==> src/rtl/imem_loader_pkg.sv <==
// Shared definitions for the instruction-memory loader: geometry defaults
// (shared with the instruction memory) and the loader state encoding.
package imem_loader_pkg;

   localparam int unsigned AddrWDefault = 10;
   localparam int unsigned DataWDefault = 32;
   localparam int unsigned BytesPerWord = 4;

   typedef enum logic [2:0] {
      StIdle  = 3'd0,
      StHdrHi = 3'd1,
      StHdrLo = 3'd2,
      StData  = 3'd3,
      StWrite = 3'd4,
      StDone  = 3'd5
   } state_e;

endpackage

==> src/rtl/imem_loader_word_assembler.sv <==
// Big-endian 4-byte shift register; full_o flags the byte that completes a word.
module word_assembler (
   input  logic        clk_i,
   input  logic        rst_i,
   input  logic        clear_i,
   input  logic        shift_i,
   input  logic [7:0]  byte_i,
   output logic [31:0] word_o,
   output logic        full_o
);

   logic [31:0] word_q;
   logic [1:0]  cnt_q;

   always_ff @(posedge clk_i) begin
      if (rst_i) begin
         word_q <= '0;
         cnt_q  <= '0;
      end else if (clear_i) begin
         word_q <= '0;
         cnt_q  <= '0;
      end else if (shift_i) begin
         word_q <= {word_q[23:0], byte_i};
         cnt_q  <= cnt_q + 2'd1;
      end
   end

   // High during the accept of the 4th byte, so the loader enters WRITE on that edge.
   assign full_o = shift_i && (cnt_q == 2'd3);
   assign word_o = word_q;

endmodule

==> src/rtl/imem_loader.sv <==
// Streams a counted, big-endian program image into instruction memory and
// holds the CPU in reset until every word has been written.
module imem_loader
   import imem_loader_pkg::*;
#(
   parameter int unsigned ADDR_W = AddrWDefault,
   parameter int unsigned DATA_W = DataWDefault
) (
   input  logic              clk_i,
   input  logic              rst_i,
   input  logic              start_i,
   input  logic [7:0]        byte_i,
   input  logic              byte_valid_i,
   output logic              byte_ready_o,
   output logic              mem_we_o,
   output logic [ADDR_W-1:0] mem_addr_o,
   output logic [DATA_W-1:0] mem_wdata_o,
   output logic              cpu_hold_o,
   output logic              done_o,
   output logic              err_o
);

   localparam logic [16:0] Capacity = 17'(1) << ADDR_W;

   state_e            state_q;
   logic [15:0]       count_q;
   logic [ADDR_W-1:0] index_q;
   logic              byte_ready_q;
   logic              mem_we_q;
   logic              cpu_hold_q;
   logic              done_q;
   logic              err_q;

   logic        accept;
   logic [15:0] hdr_count;
   logic        last_word;
   logic        asm_clear;
   logic        asm_shift;
   logic        asm_full;
   logic [31:0] asm_word;

   assign accept    = byte_valid_i && byte_ready_q;
   assign hdr_count = {count_q[15:8], byte_i};
   assign last_word = (16'(index_q) == (count_q - 16'd1));
   assign asm_clear = (state_q == StHdrLo) && accept;
   assign asm_shift = (state_q == StData) && accept;

   word_assembler u_word_assembler (
      .clk_i   (clk_i),
      .rst_i   (rst_i),
      .clear_i (asm_clear),
      .shift_i (asm_shift),
      .byte_i  (byte_i),
      .word_o  (asm_word),
      .full_o  (asm_full)
   );

   always_ff @(posedge clk_i) begin
      if (rst_i) begin
         state_q      <= StIdle;
         count_q      <= '0;
         index_q      <= '0;
         byte_ready_q <= 1'b0;
         mem_we_q     <= 1'b0;
         cpu_hold_q   <= 1'b1;
         done_q       <= 1'b0;
         err_q        <= 1'b0;
      end else begin
         mem_we_q <= 1'b0;
         unique case (state_q)
            StIdle, StDone: begin
               if (start_i) begin
                  state_q      <= StHdrHi;
                  byte_ready_q <= 1'b1;
                  cpu_hold_q   <= 1'b1;
                  done_q       <= 1'b0;
                  err_q        <= 1'b0;
               end
            end
            StHdrHi: begin
               if (accept) begin
                  count_q[15:8] <= byte_i;
                  state_q       <= StHdrLo;
               end
            end
            StHdrLo: begin
               if (accept) begin
                  count_q[7:0] <= byte_i;
                  if (hdr_count == 16'd0) begin
                     state_q      <= StDone;
                     byte_ready_q <= 1'b0;
                     cpu_hold_q   <= 1'b0;
                     done_q       <= 1'b1;
                  end else if (17'(hdr_count) > Capacity) begin
                     state_q      <= StIdle;
                     byte_ready_q <= 1'b0;
                     err_q        <= 1'b1;
                  end else begin
                     index_q <= '0;
                     state_q <= StData;
                  end
               end
            end
            StData: begin
               if (asm_full) begin
                  state_q      <= StWrite;
                  byte_ready_q <= 1'b0;
                  mem_we_q     <= 1'b1;
               end
            end
            StWrite: begin
               if (last_word) begin
                  state_q    <= StDone;
                  cpu_hold_q <= 1'b0;
                  done_q     <= 1'b1;
               end else begin
                  index_q      <= index_q + 1'b1;
                  state_q      <= StData;
                  byte_ready_q <= 1'b1;
               end
            end
            default: begin
               state_q      <= StIdle;
               byte_ready_q <= 1'b0;
            end
         endcase
      end
   end

   assign byte_ready_o = byte_ready_q;
   assign mem_we_o     = mem_we_q;
   assign mem_addr_o   = index_q;
   assign mem_wdata_o  = DATA_W'(asm_word);
   assign cpu_hold_o   = cpu_hold_q;
   assign done_o       = done_q;
   assign err_o        = err_q;

endmodule

==> config.mk <==
export PLATFORM = sky130hd
export DESIGN_NAME = imem_loader
export DESIGN_NICKNAME = d
export VERILOG_FILES = /design/src/rtl/imem_loader_pkg.sv /design/src/rtl/imem_loader_word_assembler.sv /design/src/rtl/imem_loader.sv
export SDC_FILE = /design/constraint.sdc
export NUM_CORES = 1
export LEC_CHECK = 0
export ABC_AREA = 1
export CAP_MARGIN = 20
export CORE_MARGIN = 2
export CORE_UTILIZATION = 53
export CTS_CLUSTER_DIAMETER = 60
export CTS_CLUSTER_SIZE = 10
export DETAILED_ROUTE_END_ITERATION = 16
export HOLD_SLACK_MARGIN = 0.15
export PLACE_DENSITY = 0.8
export SETUP_SLACK_MARGIN = 0.15
export SYNTH_ARGS = -nofsm -noshare
export SYNTH_HDL_FRONTEND = slang
export SYNTH_SLANG_ARGS = --single-unit
export TNS_END_PERCENT = 10
==> constraint.sdc <==
create_clock -name clk_i -period 2.6 [get_ports clk_i]
set_input_delay 0.52 -clock clk_i [delete_from_list [all_inputs] [get_ports clk_i]]
set_output_delay 0.52 -clock clk_i [all_outputs]
set_load 0.05 [all_outputs]
-- Word level (Yosys, flattened, before mapping)
Cells that the tools add are included.
- flip-flop bits (word level): 68
- word-level logic and storage cells: 88
- output and inout bits: 47
- input bits: 12
- bitwise operators: 2
- magnitude comparators: 1
- add/subtract/negate cells: 3
- equal/unequal tests: 18
- multiplexer cells: 34
- reduce and logical (&&, ||, !) cells: 19
- operators by type and width (cell ; count):
    2-to-1 mux 10 bit ; 4
    one-hot mux 10 bit (2 select lines) ; 1
    2-to-1 mux 3 bit ; 6
    2-to-1 mux 1 bit ; 17
    == test 10 x 16 -> 1 bit ; 1
    > comparator 16 x 11 -> 1 bit, second input constant ; 1
    zero test 16 bit ; 1
    != test 2 bit, second input constant ; 8
    subtractor 16 x 1 -> 16 bit, second input constant ; 1
    one-hot mux 3 bit (5 select lines) ; 1
    AND reduction 5 bit ; 3
    adder 10 x 1 -> 10 bit, second input constant ; 1
    == test 3 x 2 -> 1 bit, second input constant ; 2
    == test 3 bit, second input constant ; 2
    one-hot mux 1 bit (3 select lines) ; 2
    AND reduction 6 bit ; 1
    OR reduction 2 bit ; 3
    one-hot mux 1 bit (5 select lines) ; 1
    logical AND 1 bit ; 4
    != test 2 x 1 -> 1 bit, second input constant ; 2
    AND reduction 2 bit ; 2
    AND reduction 4 bit ; 1
    nonzero test 2 bit ; 2
    == test 3 x 1 -> 1 bit, second input constant ; 1
    other kinds (8) ; 9

-- Longest topological paths before layout
- word-level depth: 5
- mapped depth: 17
- depth with buffers taken out: 16

-- Hierarchy
From an unflattened synthesis, not the netlist that was laid out.
- cells, all modules: 632
- area total of the unflattened synthesis: 3898.7 um^2
- by module, submodules not included (module ; instances ; cells each ; seq. area each (um^2) ; area each (um^2)):
    imem_loader ; 1 ; 414 ; 680.7 ; 2467.4
    word_assembler ; 1 ; 218 ; 680.7 ; 1431.4

-- Worst setup path before layout
Ideal clock, no wire load.
- path type: flip-flop to flip-flop
- start: register index_q[8], in the netlist mem_addr_o[8]
- end: register index_q[9], in the netlist mem_addr_o[9]
- setup time: 66 ps
- setup slack: 582 ps
- path buffers: 2
- required time: 2534 ps
- stages on the path, launching flop included: 14
- data arrival time: 1952 ps
- period minus slack after synthesis: 2018 ps
- cells stage by stage: dfxtp_1 clkbuf_2 xor2_1 nand2_2 nand2_1 nand2_1 nor2_1 nand2_1 nor2_2 nand3_2 nand2_4 buf_12 nand3_1 a21oi_2
- word-level cells in the longest chain between the ends: 3
- elaborated cells on any way between the ends: 6
- classes of those cells: add/sub: 1; eq/ne: 2; mux: 2; reduce/logical: 1
- ends and longest elaborated chain (element ; RTL line ; source):
    from (decl) ; imem_loader.sv:27 ; logic [ADDR_W-1:0] index_q;
    from (signal assigned) ; imem_loader.sv:117 ; index_q <= index_q + 1'b1;
    adder 10 x 1 -> 10 bit or == test 10 x 16 -> 1 bit (tied branches) ; imem_loader.sv:117, imem_loader.sv:44 ;
    2-to-1 mux 10 bit or != test 2 bit (tied branches) ; n/a ;
    one-hot mux 10 bit (2 select lines) or AND reduction 5 bit (tied branches) ; n/a ;
Several ways; a longest one is shown, not always the timed one. The select of a mux whose other input is x is not followed.
A chain may end at the register's enable or synchronous reset.

-- Worst setup path in the final report
- start: register count_q[1]
- end: register index_q[3], in the netlist mem_addr_o[3]
- word-level cells in the longest chain between the ends: 4
- ends and longest elaborated chain (element ; RTL line ; source):
    from (decl) ; imem_loader.sv:26 ; logic [15:0] count_q;
    from (signal assigned) ; imem_loader.sv:88 ; count_q[7:0] <= byte_i;
    subtractor 16 x 1 -> 16 bit ; imem_loader.sv:44 ; assign last_word = (16'(index_q) == (count_q - 16'd1));
    == test 10 x 16 -> 1 bit ; imem_loader.sv:44 ;
    != test 2 bit (no line) ; n/a ;
    AND reduction 5 bit (no line) ; n/a ;
Every way passes these cells.

==> impl_results.md <==
- RSZ-0062 raised after global routing: no
- Final Hold Viols: 0
- Area after DPL: 4210 sq um
- Max rail drop VDD: 758 uV
- Initial antenna violation count: 0
- Chip Height: 85.5 um
- Hold_buf cts: 0
- Minimum clock period: 2260 ps
- Clk slew on worst S/H paths: 80 ps
- Post-route setup slack: 337 ps
- IO buf count: 58
- I/O pin cnt: 59
- Worst-Margin Slew: 516 ps
- Type of element capturing the critical path: flop
- Flops & latches, synth: 68
- Commonest non-fill, non-tap cells in the layout: 163 x nand2_1, 68 x dfxtp_1, 61 x a21oi_1
- Area contributors post-synth: dfxtp_1 39%, nand2_1 17%, a21oi_1 8.7%
- Vias per inst: 5.22
- Final Util: 0.695
- Clock root cell: clkbuf_8
- Detailed Route Iter0 Violations: 232
- GRT Residual Overflow: 0
- Reg-to-reg critical path startpoint: count_q[1]$_SDFFE_PP0P_
- Period utilization: 0.870
- Die area: 7300 sq um
- Pwr per Cell Area: 688 nW/um^2
- Critical Path RT: 2830 ps
- Worst-Skew Late Latency: 350 ps
- Starting density of the core: 0.551
- YS warnings: 0
- Layout cell share with drive strength beyond 1: 0.0962
- Final Max Slew Viols: 0
- CTS tree: yes
- Max Fclk: 442 MHz
- Psw: 1.16 mW
- Clock power frac: 0.286
- Clk_skew: 8.86 ps
- Via count: 3,552
- Crit Path Category: reg -> reg
- Longest Clk Path Bufs: 2
- Setup violators final: 0
- Sw Share: 0.381
- Worst r2r path cells: 16
- Cell chain of the critical path: inv_1 -> ha_1 -> nand2_1 -> inv_1 -> nor2_1 -> nand2_1 -> nor2_1 -> nand2_1 -> nor2_1 -> nand2_1 -> nor2_1 -> nand3_2 -> nand2_4 -> nand2_2 -> nand2_1 -> a21oi_1
- Syn Area/Cell: 6.65 sq um
- Combinational group share of total power: 0.333
- CP delay by family, top: simple AND/OR/NAND/NOR gates
- Layout Area Growth over Synthesis: 26.3%
- Crit-path max FO: 12
- Seq/Total Area, Yosys: 0.387
- Final HPWL DP: 6.39 mm
- Max incr delay on CP: 380 ps
- Total GRT Usage: 0.245
- DR pass1 iterations: 5
- Critical Path Most Common Cell: nand2_1
- P_int: 1.89 mW
- R2R Setup Slk: 340 ps
- R2r endpoint: mem_addr_o[3]$_SDFFE_PP0P_
- Final instance area: 4440 sq um
- WL/cell: 12.9 um
- Post-Synthesis Cell Area: 3520 sq um
- WP data arrival: 2490 ps
- Drc violations: 0
- Outcome: finished clean
- Max Cap Viol: 0
- Top-area cell type share of the netlist area: 0.387
- Buf/Inv on CP: 2
- Leak: 1.85 nW
- Ant diodes: 0
- CTS Buf Count: 9
- Commonest non-fill, non-tap cell in the layout: nand2_1
- Final ANT Viol Nets: 0
- Core area: 6390 sq um
- Setup_tns: 0 ps
- # rows: 29
- Critical Path Start Type: flop
- Setup crit start: count_q[1]$_SDFFE_PP0P_
- CTS Sinks: 68
- # nets final: 613
- Sequential power share: 0.381
- Largest net degree at the start of global routing: 43
- Number of distinct library cells after synthesis: 30
- Hold Crit Class: reg -> reg
- Critical Path End: mem_addr_o[3]$_SDFFE_PP0P_
- Slew headroom: 0.655
- Setup Slack @ Placement: 242 ps
- Chip width: 85.5 um
- H-tree levels: 3
- Vias in the first global route: 3,179
- Syn Inst Count: 529
- Largest area contributor in the netlist: dfxtp_1
- First-pass GRT wire length: 14.3 mm
- WL final: 8.78 mm
- GP Congestion: 0.953
- CP Depth: 16
- Syn nets: 544
- Critical Path Slowest Stage Cell: dfxtp_1
==> flip-flops by register name, summed over array words and instances (netlist names) <==
register	flops
state_q	3
u_word_assembler.word_o	32
cpu_hold_o	1
mem_we_o	1
count_q	16
mem_addr_o	10
err_o	1
u_word_assembler.cnt_q	2
done_o	1
byte_ready_o	1
==> power by group through the flow <==
| stage | registers [mW] | logic [mW] | clock network, mW |
|---|---|---|---|
| floorplan | 1.25 | 0.699 | 0 |
| global placement | 1.18 | 0.967 | 0 |
| detailed placement | 1.19 | 0.997 | 0 |
| CTS | 1.16 | 1.00 | 0.883 |
| global route | 1.17 | 1.14 | 0.930 |
| finish | 1.16 | 1.02 | 0.873 |
==> worst register-to-register path, cell delays in order, from the launching register on <==
cell and delay (ps):
dfxtp_1 380, inv_1 70, ha_1 300, nand2_1 80, inv_1 40, nor2_1 80
nand2_1 50, nor2_1 100, nand2_1 90, nor2_1 140, nand2_1 70, nor2_1 120
nand3_2 150, nand2_4 170, nand2_2 140, nand2_1 110, a21oi_1 70
==> how the worst min path moves through the flow <==
stage | depth (start not counted) | start | slack, ps | endpoint
2_1_floorplan | 2 | u_word_assembler.cnt_q[1]$_SDFFE_PP0P_ | 440 | u_word_assembler.cnt_q[1]$_SDFFE_PP0P_
3_3_place_gp | 2 | u_word_assembler.word_o[31]$_SDFFE_PP0P_ | 450 | u_word_assembler.word_o[31]$_SDFFE_PP0P_
3_5_place_dp | 2 | u_word_assembler.word_o[31]$_SDFFE_PP0P_ | 450 | u_word_assembler.word_o[31]$_SDFFE_PP0P_
4_1_cts | 2 | u_word_assembler.word_o[31]$_SDFFE_PP0P_ | 470 | u_word_assembler.word_o[31]$_SDFFE_PP0P_
5_1_grt | 2 | done_o$_SDFFE_PP0P_ | 480 | done_o$_SDFFE_PP0P_
6_report | 2 | u_word_assembler.word_o[31]$_SDFFE_PP0P_ | 460 | u_word_assembler.word_o[31]$_SDFFE_PP0P_
==> cell families (layout without fill, tap and decap cells) <==
kind of cell	count (synthesis)	count (layout)	synth area share
buffers and inverters	73	147	0.0850
DFF	68	68	0.387
xor gates and xnor gates	10	10	0.0249
and+or+nand+nor	287	287	0.361
AOI/OAI and AO/OA	88	88	0.131
adders and majority gates	3	3	0.0107
==> timing repair <==
item	in CTS	in global routing
gates resized for setup	0	0
endpoints found under the setup margin	0	6
setup buffers	0	4
==> per-layer routing <==
layer / vias up / GRT usage / part of all wire
li1: 1824 / - / -
met1: 1595 / 0.314 / 0.45
met2: 116 / 0.406 / 0.48
met3: 17 / 0.0525 / 0.055
met4: 0 / 0.0938 / 0.021
met5: - / 0 / 0
==> area by class of cell <==
type                    count  area [sq um]
clock buffers               9           124
fillers                   560          1950
multi-input cells         388          1860
repair buffers             74           713
flip-flops and latches     68          1360
inverters                  57           214
clock inverters             7          75.1
well taps                  77          96.3
==> cell usage after synthesis, drive strengths merged <==
| library cell | count |
|---|---|
| o21ai | 19 |
| dfxtp | 68 |
| buf | 3 |
| nand3 | 37 |
| nor4 | 2 |
| a21oi | 62 |
| ha | 3 |
| nand4 | 3 |
| nor3 | 5 |
| xnor2 | 3 |
| inv | 57 |
| nor2 | 64 |
| nand3b | 4 |
| xor2 | 7 |
| dlygate4sd1 | 1 |
| a211oi | 7 |
| clkbuf | 12 |
| nor3b | 1 |
| nand2 | 171 |
==> through the flow <==
stage | total power, mW | hold WS, ps | cells
6_report | 3.05 | 462 | 680
5_1_grt | 3.24 | 478 | 680
4_1_cts | 3.05 | 467 | 676
3_5_place_dp | 2.18 | 454 | 660
3_3_place_gp | 2.15 | 451 | 660
2_1_floorplan | 1.95 | 445 | 529
Note: power is estimated with default switching activity, not from simulation.
